**src/rtl/c_mat_mult_seq_pkg.sv**
```systemverilog
// Shared types and helpers for the sequenced matrix multiplier: element operator codes,
// controller state encoding, clog2 and the single-bit binary operator.
package c_mat_mult_seq_pkg;

  localparam int unsigned BINARY_OP_AND  = 0;
  localparam int unsigned BINARY_OP_NAND = 1;
  localparam int unsigned BINARY_OP_OR   = 2;
  localparam int unsigned BINARY_OP_NOR  = 3;
  localparam int unsigned BINARY_OP_XOR  = 4;
  localparam int unsigned BINARY_OP_XNOR = 5;

  typedef enum logic [1:0] {
    STATE_IDLE    = 2'd0,
    STATE_COMPUTE = 2'd1,
    STATE_DONE    = 2'd2
  } state_t;

  function automatic int unsigned clog2(input int unsigned value);
    int unsigned res;
    res = 0;
    while ((32'd1 << res) < value) res = res + 1;
    return res;
  endfunction

  function automatic logic binary_op(input int unsigned op, input logic a, input logic b);
    case (op)
      BINARY_OP_AND:  return a & b;
      BINARY_OP_NAND: return ~(a & b);
      BINARY_OP_OR:   return a | b;
      BINARY_OP_NOR:  return ~(a | b);
      BINARY_OP_XOR:  return a ^ b;
      BINARY_OP_XNOR: return ~(a ^ b);
      default:        return a & b;
    endcase
  endfunction

endpackage

```
**src/rtl/c_mat_mult_seq_mult.sv**
```systemverilog
// Combinational bit-matrix product: element (r,c) is the sum_op reduction over k
// of prod_op(A[r][k], B[k][c]); vectors are row-major with element 0 at index 0.
module c_mat_mult_seq_mult
  import c_mat_mult_seq_pkg::*;
#(
  parameter int unsigned dim1_width = 1,
  parameter int unsigned dim2_width = 1,
  parameter int unsigned dim3_width = 1,
  parameter int unsigned prod_op    = BINARY_OP_AND,
  parameter int unsigned sum_op     = BINARY_OP_XOR
) (
  input  logic [0:dim1_width*dim2_width-1] input_a,
  input  logic [0:dim2_width*dim3_width-1] input_b,
  output logic [0:dim1_width*dim3_width-1] result
);

  logic acc;

  always_comb begin
    result = '0;
    acc    = 1'b0;
    for (int unsigned r = 0; r < dim1_width; r++) begin
      for (int unsigned c = 0; c < dim3_width; c++) begin
        acc = binary_op(prod_op, input_a[r*dim2_width], input_b[c]);
        for (int unsigned k = 1; k < dim2_width; k++) begin
          acc = binary_op(sum_op, acc,
                          binary_op(prod_op, input_a[r*dim2_width+k], input_b[k*dim3_width+c]));
        end
        result[r*dim3_width+c] = acc;
      end
    end
  end

endmodule

```
**src/rtl/c_mat_mult_seq.sv**
```systemverilog
// Sequenced matrix multiplier: computes rows_per_cycle result rows per cycle through a
// shared row-slice datapath. Optional synchronous abort port via C_MAT_MULT_SEQ_ABORT_EN.
module c_mat_mult_seq
  import c_mat_mult_seq_pkg::*;
#(
  parameter int unsigned dim1_width     = 1,
  parameter int unsigned dim2_width     = 1,
  parameter int unsigned dim3_width     = 1,
  parameter int unsigned rows_per_cycle = 1,
  parameter int unsigned prod_op        = BINARY_OP_AND,
  parameter int unsigned sum_op         = BINARY_OP_XOR
) (
  input  logic                             clk,
  input  logic                             reset_n,
`ifdef C_MAT_MULT_SEQ_ABORT_EN
  input  logic                             abort,
`endif
  input  logic                             in_valid,
  output logic                             in_ready,
  input  logic [0:dim1_width*dim2_width-1] input_a,
  input  logic [0:dim2_width*dim3_width-1] input_b,
  output logic                             out_valid,
  input  logic                             out_ready,
  output logic [0:dim1_width*dim3_width-1] result,
  output logic                             busy
);

  localparam int unsigned NUM_STEPS = dim1_width / rows_per_cycle;
  localparam int unsigned STEP_W    = (clog2(NUM_STEPS) > 0) ? clog2(NUM_STEPS) : 1;
  localparam int unsigned A_W       = dim1_width * dim2_width;
  localparam int unsigned B_W       = dim2_width * dim3_width;
  localparam int unsigned A_SLICE_W = rows_per_cycle * dim2_width;
  localparam int unsigned R_SLICE_W = rows_per_cycle * dim3_width;
  localparam logic [STEP_W-1:0] STEP_LAST = STEP_W'(NUM_STEPS - 1);

  state_t                state, state_nxt;
  logic [STEP_W-1:0]     step;
  logic [0:A_W-1]        a_reg;
  logic [0:B_W-1]        b_reg;
  logic [0:A_SLICE_W-1]  a_slice;
  logic [0:R_SLICE_W-1]  slice_result;
  logic                  load;
  logic                  clear;
  logic                  res_we;
  logic                  abort_hit;

`ifdef C_MAT_MULT_SEQ_ABORT_EN
  assign abort_hit = abort;
`else
  assign abort_hit = 1'b0;
`endif

  // Rows of A for the current step feed the shared datapath
  assign a_slice = a_reg[32'(step)*A_SLICE_W +: A_SLICE_W];

  c_mat_mult_seq_mult #(
    .dim1_width (rows_per_cycle),
    .dim2_width (dim2_width),
    .dim3_width (dim3_width),
    .prod_op    (prod_op),
    .sum_op     (sum_op)
  ) u_mult (
    .input_a (a_slice),
    .input_b (b_reg),
    .result  (slice_result)
  );

  // Next state, handshake decode and result write enable
  always_comb begin
    state_nxt = state;
    in_ready  = 1'b0;
    out_valid = 1'b0;
    load      = 1'b0;
    clear     = 1'b0;
    res_we    = 1'b0;
    case (state)
      STATE_IDLE: begin
        in_ready = ~abort_hit;
        if (in_valid && !abort_hit) begin
          load      = 1'b1;
          state_nxt = STATE_COMPUTE;
        end
      end
      STATE_COMPUTE: begin
        if (abort_hit) begin
          clear     = 1'b1;
          state_nxt = STATE_IDLE;
        end else begin
          res_we = 1'b1;
          if (step == STEP_LAST) state_nxt = STATE_DONE;
        end
      end
      STATE_DONE: begin
        out_valid = 1'b1;
        in_ready  = out_ready & ~abort_hit;
        if (abort_hit) begin
          clear     = 1'b1;
          state_nxt = STATE_IDLE;
        end else if (out_ready) begin
          if (in_valid) begin
            load      = 1'b1;
            state_nxt = STATE_COMPUTE;
          end else begin
            state_nxt = STATE_IDLE;
          end
        end
      end
      default: state_nxt = STATE_IDLE;
    endcase
  end

  assign busy = (state != STATE_IDLE);

  // State, step counter, operand and result registers
  always_ff @(posedge clk or negedge reset_n) begin
    if (!reset_n) begin
      state  <= STATE_IDLE;
      step   <= '0;
      a_reg  <= '0;
      b_reg  <= '0;
      result <= '0;
    end else begin
      state <= state_nxt;
      if (load) begin
        a_reg  <= input_a;
        b_reg  <= input_b;
        result <= '0;
        step   <= '0;
      end else if (clear) begin
        result <= '0;
        step   <= '0;
      end else if (res_we) begin
        result[32'(step)*R_SLICE_W +: R_SLICE_W] <= slice_result;
        if (step != STEP_LAST) step <= step + STEP_W'(1);
      end
    end
  end

endmodule

```
**config.mk**
```make
export PLATFORM = sky130hd
export DESIGN_NAME = c_mat_mult_seq
export DESIGN_NICKNAME = d
export VERILOG_FILES = /design/src/rtl/c_mat_mult_seq_pkg.sv /design/src/rtl/c_mat_mult_seq_mult.sv /design/src/rtl/c_mat_mult_seq.sv
export SDC_FILE = /design/constraint.sdc
export NUM_CORES = 1
export LEC_CHECK = 0
export ABC_CLOCK_PERIOD_IN_PS = 1720
export CAP_MARGIN = 20
export CORE_AREA = 2 2 39 41
export CTS_CLUSTER_SIZE = 10
export DETAILED_ROUTE_END_ITERATION = 10
export DIE_AREA = 0 0 41 43
export PLACE_DENSITY = 0.5
export SLEW_MARGIN = 25
export SYNTH_ARGS = -nofsm -noshare
export SYNTH_HDL_FRONTEND = slang
export SYNTH_SLANG_ARGS = --single-unit
```
**constraint.sdc**
```tcl
create_clock -name clk -period 1.72 [get_ports clk]
set_input_delay 0.172 -clock clk [delete_from_list [all_inputs] [get_ports clk]]
set_output_delay 0.172 -clock clk [all_outputs]
set_load 0.01 [all_outputs]
```
==> results by group, run 1 <==
Route
  • Met2 WL: 172 um
  • Starting DRT DRC Count: 0
  • Drt drc: 0
  • Antenna Nets Post-Route: 0
  • Routed wire per std cell: 8.87 um
  • WL final: 417 um
  • Vias/cell: 3.74
  • First-pass iteration count of the detailed router: 1
  • M1 WL: 191 um
  • Top Metal Used: met3
  • Met3 WL: 53 um
  • Via count: 176

Layout
  • Post-Layout Cell Count: 47
  • Reg with most FFs: state
  • Layout cells sized above 1: 29.0%
  • FILL cells: 154
  • ANT cells: 0
  • Max reg flops: 2
  • Area delta synth->final: 60.9%
  • Final-stage net count: 38

Logic synthesis
  • Post-Syn Instances: 18
  • Compound-Gate Fraction of Synth Area: 4.35%
  • Post-Synth XOR/XNOR Area: 0%
  • Synthesized net count: 24
  • Main combinational cell family by area after synthesis: simple AND/OR/NAND/NOR gates
  • Mean Syn Cell Area: 12.8 sq um
  • Netlist cell types: 13
  • Synth Cell Area: 230 sq um
  • Sequential element share of the synthesized area: 54.3%
  • Synth Warn #: 0
  • Mux cell area share after synthesis: 9.78%
  • Synth Area in Adders: 0%
  • Seq cells post-synth: 5
  • Synth Area in Simple Gates: 29.9%

Min path
  • Hold WC Path Type: input pin to async pin

Power
  • Cell-internal power: 309 uW
  • Sequential power share: 39.3%
  • Sw power: 106 uW
  • Maximum vdd drop: 277 uV
  • P_leak: 0.000167 uW
  • Clock share of power: 32.2%
  • Switching part of the total power: 25.6%
  • Pwr dens: 1120 nW/um^2
  • Gate power share: 28.4%

Setup path
  • Worst Setup End Kind: output port
  • Slowest CP cell: clkdlybuf4s50_1
  • Register-to-Register Path Depth: 3
  • Critical R2R Capture: b_reg$_DFFE_PN0P_
  • Worst setup path startpoint: state[0]$_DFFE_PN0P_
  • R2R Path Start: state[1]$_DFFE_PN0P_
  • Critical path launch point type: flip-flop
  • Worst Path Buf+Inv: 1
  • Worst path required time: 1.55 ns
  • Crit path capture: busy
  • WP data arrival: 1.43 ns
  • Cell depth of the worst setup path: 2
  • Critical Path Max Stage Delay: 0.47 ns
  • CP Max Fanout: 6
  • CP delay by family, top: buffers and inverters
  • Crit path cell chain: or2_2, clkdlybuf4s50_1
  • CP Class: flip-flop to output port
  • Reg2reg setup slack: 0.44 ns

Timing
  • Fmax: 625 MHz
  • Setup TNS: 0 ns
  • Max Slew Vio Count: 0
  • Clock Skews: 0.00218 ns
  • Relative slew slack: 84.4%
  • Least-Margin Pin Slew: 0.233 ns
  • Final hold violation count: 0
  • RSZ-0062 raised after global routing: no
  • Minimum clock period: 1.60 ns
  • Fin crit share: 93.0%
  • Final setup viols: 0

Die
  • Die boundary width: 41 um
  • Starting density of the core: 16.6%
  • Core ar.: 1380 sq um
  • Top Ports: 10
  • Std-Cell Rows: 14
  • Die area: 1760 sq um
  • Chip height: 43 um

Run
  • Max cap viols: 0

Clocking
  • Num CTS Buffers: 3
  • CTS Root Cell: clkbuf_4
  • CTS tree: done
  • Worst-Skew Late Latency: 0.24 ns
  • Post-CTS Setup Inserts: 0
  • H-tree levels: 1
  • Clock sink total: 5
  • CTS max path bufs: 2
  • Clock Pin Slew Worst Setup and Hold Paths: 0.04 ns

Global routing
  • First-pass GRT wire length: 655 um
  • Initial antenna violation count: 0
  • Largest net degree at the start of global routing: 7
  • GRT Residual Overflow: 0
  • GRT Overall Usage: 5.96%
  • Vias in the first global route: 166

Place
  • IO buf count: 9
  • Placed cell count: 43
  • Gpl congestion: 0.620

Run status
  • Status: completed
[layout make-up]
cell class	instances	area (sq um)	area share (%)
multi-input combinational	12	101	27.4
sequential	5	126	34.1
inverter	1	3.75	1.01
clock buffer	4	26.3	7.09
timing repair buffer	9	92.6	25.0
tap	16	20.0	5.41
[power groups by stage]
stage	clock [uW]	sequential (uW)	combinational [uW]
after CTS	142	163	121
after global routing	151	167	129
after detailed placement	0	165	121
final	134	163	118
after floorplan	0	161	62.0
after global placement	0	162	118
[kinds of logic (layout without fill, tap and decap cells)]
| kind of cell | count (synthesis) | after routing |
|---|---|---|
| buffers and inverters | 1 | 14 |
| and+or+nand+nor | 8 | 8 |
| AOI/OAI and AO/OA | 2 | 2 |
| muxes | 2 | 2 |
| DFF | 5 | 5 |
[how the worst min path moves through the flow]
stage,start,endpoint,cells past startpoint
floorplan,reset_n,a_reg$_DFFE_PN0P_,0
global placement,reset_n,a_reg$_DFFE_PN0P_,1
detailed placement,reset_n,a_reg$_DFFE_PN0P_,1
CTS,reset_n,a_reg$_DFFE_PN0P_,1
global route,reset_n,a_reg$_DFFE_PN0P_,1
finish,reset_n,a_reg$_DFFE_PN0P_,1
[metal layers]
metal / vias to the layer above / GRT usage (%)
met4: 0 / 6.00
met5: - / 0
li1: 88 / -
met3: 0 / 3.14
met1: 78 / 7.87
met2: 10 / 6.25
[placed cells by master (no fill, tap or decap)]
cell type        Yosys  layout
nand2_1              1       1
clkbuf_1             0       1
clkdlybuf4s50_1      0       8
nor2_1               1       1
a21oi_1              1       1
nand4b_1             1       1
mux2_2               2       2
nand2b_1             1       1
o21ai_0              1       1
dlymetal6s2s_1       0       1
or2b_1               1       1
nor3b_4              1       1
dfrtp_2              0       1
nor2b_4              1       1
inv_1                1       1
or2_2                1       1
clkbuf_4             0       3
dfrtp_1              5       4
[stage by stage]
step	hold slack, ns	total power (uW)	utilization [%]	setup WS, ns	area (sq um)
finish	0.150	415	26.8	0.120	370
global route	0.160	447	26.8	0.0613	370
CTS	0.150	425	26.5	0.0281	367
detailed placement	0.409	285	24.6	0.171	340
global placement	0.396	280	24.6	0.180	340
floorplan	-0.124	223	-	0.534	230
[timing repair]
item,4_1_cts,5_1_grt
endpoints found under the hold margin,0,0
hold buffers,0,0
gates resized for setup,0,2
setup endpoints to repair,0,1
[cells in the mapped netlist (all sizes together)]
cell | number | area, sq um
nand2 | 1 | 3.75
nor2b | 1 | 13.8
dfrtp | 5 | 125
nand2b | 1 | 6.26
nor3b | 1 | 18.8
or2b | 1 | 7.51
mux2 | 2 | 22.5
a21oi | 1 | 5.00
o21ai | 1 | 5.00
or2 | 1 | 6.26
nor2 | 1 | 3.75
nand4b | 1 | 8.76
inv | 1 | 3.75
Power figures use the tool's default switching activity.
==> run 2, diff against run 1 <==
Settings changed: RECOVER_POWER set to 100.
==> run 2 against run 1 <==
Against the previous run:
- clock-buffer cell count unchanged
- sequential cell count unchanged
- sequential share of layout area up 2.1 points
- critical path type unchanged
==> results by group, run 2 (synthesized netlist as in run 1, its figures left out) <==
Run status
  • Status: completed (unchanged)

Timing
  • Setup TNS: 0 ns (unchanged)
  • Max Slew Vio Count: 0 (unchanged)
  • WHS: 0.221 ns (was 0.150 ns)
  • Final hold violation count: 0 (unchanged)
  • RSZ-0062 raised after global routing: no (unchanged)
  • Minimum clock period: 1.58 ns (was 1.60 ns)
  • Fmax: 633 MHz (was 625 MHz)
  • Relative slew slack: 67.0% (was 84.4%)
  • Fin crit share: 91.9% (was 93.0%)
  • Clock Skews: 0.00193 ns (was 0.00218 ns)
  • Final setup viols: 0 (unchanged)
  • Least-Margin Pin Slew: 0.494 ns (was 0.233 ns)

Route
  • Vias/cell: 3.68 (was 3.74)
  • Drt drc: 0 (unchanged)
  • Via count: 173 (was 176)
  • Routed wire per std cell: 8.60 um (was 8.87 um)
  • Met2 WL: 170 um (was 172 um)
  • Met3 WL: 52 um (was 53 um)
  • Starting DRT DRC Count: 1 (was 0)
  • M1 WL: 182 um (was 191 um)
  • Top Metal Used: met3 (unchanged)
  • First-pass iteration count of the detailed router: 2 (was 1)
  • Antenna Nets Post-Route: 0 (unchanged)
  • WL final: 404 um (was 417 um)

Layout
  • Final instance area: 349 sq um (was 370 sq um)
  • Final-stage net count: 38 (unchanged)
  • Layout cells sized above 1: 22.6% (was 29.0%)
  • Area delta synth->final: 51.6% (was 60.9%)
  • Most frequent cells in the layout: clkdlybuf4s50_1, dfrtp_1, clkbuf_4 (unchanged)
  • Max reg flops: 2 (unchanged)
  • Commonest non-fill, non-tap cell in the layout: clkdlybuf4s50_1 (unchanged)
  • FF/Latch Area: 126 sq um (unchanged)
  • FILL cells: 155 (was 154)
  • ANT cells: 0 (unchanged)
  • Reg with most FFs: state (unchanged)
  • Area of the multi-input gates: 82.6 sq um (was 101 sq um)

Global routing
  • Vias in the first global route: 166 (unchanged)
  • Largest net degree at the start of global routing: 7 (unchanged)
  • Initial antenna violation count: 0 (unchanged)
  • First-pass GRT wire length: 655 um (unchanged)
  • GRT Overall Usage: 5.96% (unchanged)
  • GRT Residual Overflow: 0 (unchanged)

Clocking
  • H-tree levels: 1 (unchanged)
  • Hold-fix buffers at CTS: 0 (unchanged)
  • CTS Root Cell: clkbuf_4 (unchanged)
  • Clock sink total: 5 (unchanged)
  • Post-CTS sizing: 0 (unchanged)
  • Num CTS Buffers: 3 (unchanged)
  • CTS tree: done (unchanged)
  • Clock Pin Slew Worst Setup and Hold Paths: 0.04 ns (about the same)
  • CTS max path bufs: 2 (unchanged)
  • Worst-Skew Late Latency: 0.24 ns (about the same)
  • Post-CTS Setup Inserts: 0 (unchanged)

Place
  • IO buf count: 9 (unchanged)
  • DP Area: 340 sq um (unchanged)
  • Gpl congestion: 0.620 (unchanged)

Die
  • Die boundary width: 41 um (unchanged)
  • Starting density of the core: 16.6% (unchanged)
  • Std-Cell Rows: 14 (unchanged)
  • Core ar.: 1380 sq um (unchanged)
  • Chip height: 43 um (unchanged)
  • Die area: 1760 sq um (unchanged)
  • Top Ports: 10 (unchanged)

Power
  • Pwr dens: 1140 nW/um^2 (was 1120 nW/um^2)
  • Maximum vdd drop: 282 uV (was 277 uV)
  • P_leak: 0.000149 uW (was 0.000167 uW)

Setup path
  • Worst path required time: 1.55 ns (about the same)
  • WP data arrival: 1.41 ns (was 1.43 ns)
  • CP Max Fanout: 6 (unchanged)
  • Critical path launch point type: flip-flop (unchanged)
  • Worst Setup End Kind: output port (unchanged)
  • CP Class: flip-flop to output port (unchanged)

Min path
  • Hold WC Path Type: input pin to async pin (unchanged)

Run
  • Max cap viols: 0 (unchanged)
## run 2: cell count changes in the layout (fill, tap and decap cells not counted), sizes merged
| cell | before | now |
|---|---|---|
| dlymetal6s2s | 1 | 0 |
| clkdlybuf4s25 | 0 | 1 |
| dlygate4sd3 | 0 | 2 |
| clkdlybuf4s50 | 8 | 6 |
## run 2: power by group
part	switching (uW)	internal [uW]
combinational	37.7	67.8
clock	46.1	87.6
sequential	16.6	143
## run 2: final timing paths
| path | start | slack, ns | to | cells after the start |
|---|---|---|---|---|
| setup reg to reg | state[1]$_DFFE_PN0P_ | 0.24 | b_reg$_DFFE_PN0P_ | 3 |
| hold / removal | reset_n | 0.22 | a_reg$_DFFE_PN0P_ | 1 |
| setup / recovery | state[0]$_DFFE_PN0P_ | 0.14 | busy | 2 |
| min in group clk | a_reg$_DFFE_PN0P_ | 0.51 | a_reg$_DFFE_PN0P_ | 1 |
| max in group asynchronous | reset_n | 1.29 | state[0]$_DFFE_PN0P_ | 1 |
| hold reg to reg | a_reg$_DFFE_PN0P_ | 0.51 | a_reg$_DFFE_PN0P_ | 1 |
## run 2: stage by stage
stage	worst slack [ns]	instances	total power, uW	util [%]
global route	0.0734	47	432	25.2
floorplan	0.534	18	223	-
CTS	0.0281	47	425	26.5
detailed placement	0.171	43	285	24.6
finish	0.140	47	399	25.2
global placement	0.180	43	280	24.6
## run 2: layout make-up
type                            instances  share of cell area [%]
Inverter                                1                    1.08
Multi-Input combinational cell         12                    23.7
Sequential cell                         5                    36.2
Tap cell                               16                    5.73
Clock buffer                            4                    7.53
Timing Repair Buffer                    9                    25.8
## run 2: worst max-delay path, stage by stage (launching register included)
cell and delay [ns]:
dfrtp_2 0.42, or2_2 0.27, clkdlybuf4s50_1 0.47
## run 2: layer usage
| layer | track usage (%) | up-vias |
|---|---|---|
| li1 | - | 87 |
| met1 | 7.87 | 76 |
| met2 | 6.25 | 10 |
| met3 | 3.14 | 0 |
| met4 | 6.00 | 0 |
| met5 | 0 | - |
==> run 3, diff against run 2 <==
Settings changed: RECOVER_POWER 100 to unset.
==> results of run 3 <==
Same layout as run 1: the final DEF is identical, and so are final timing and power.
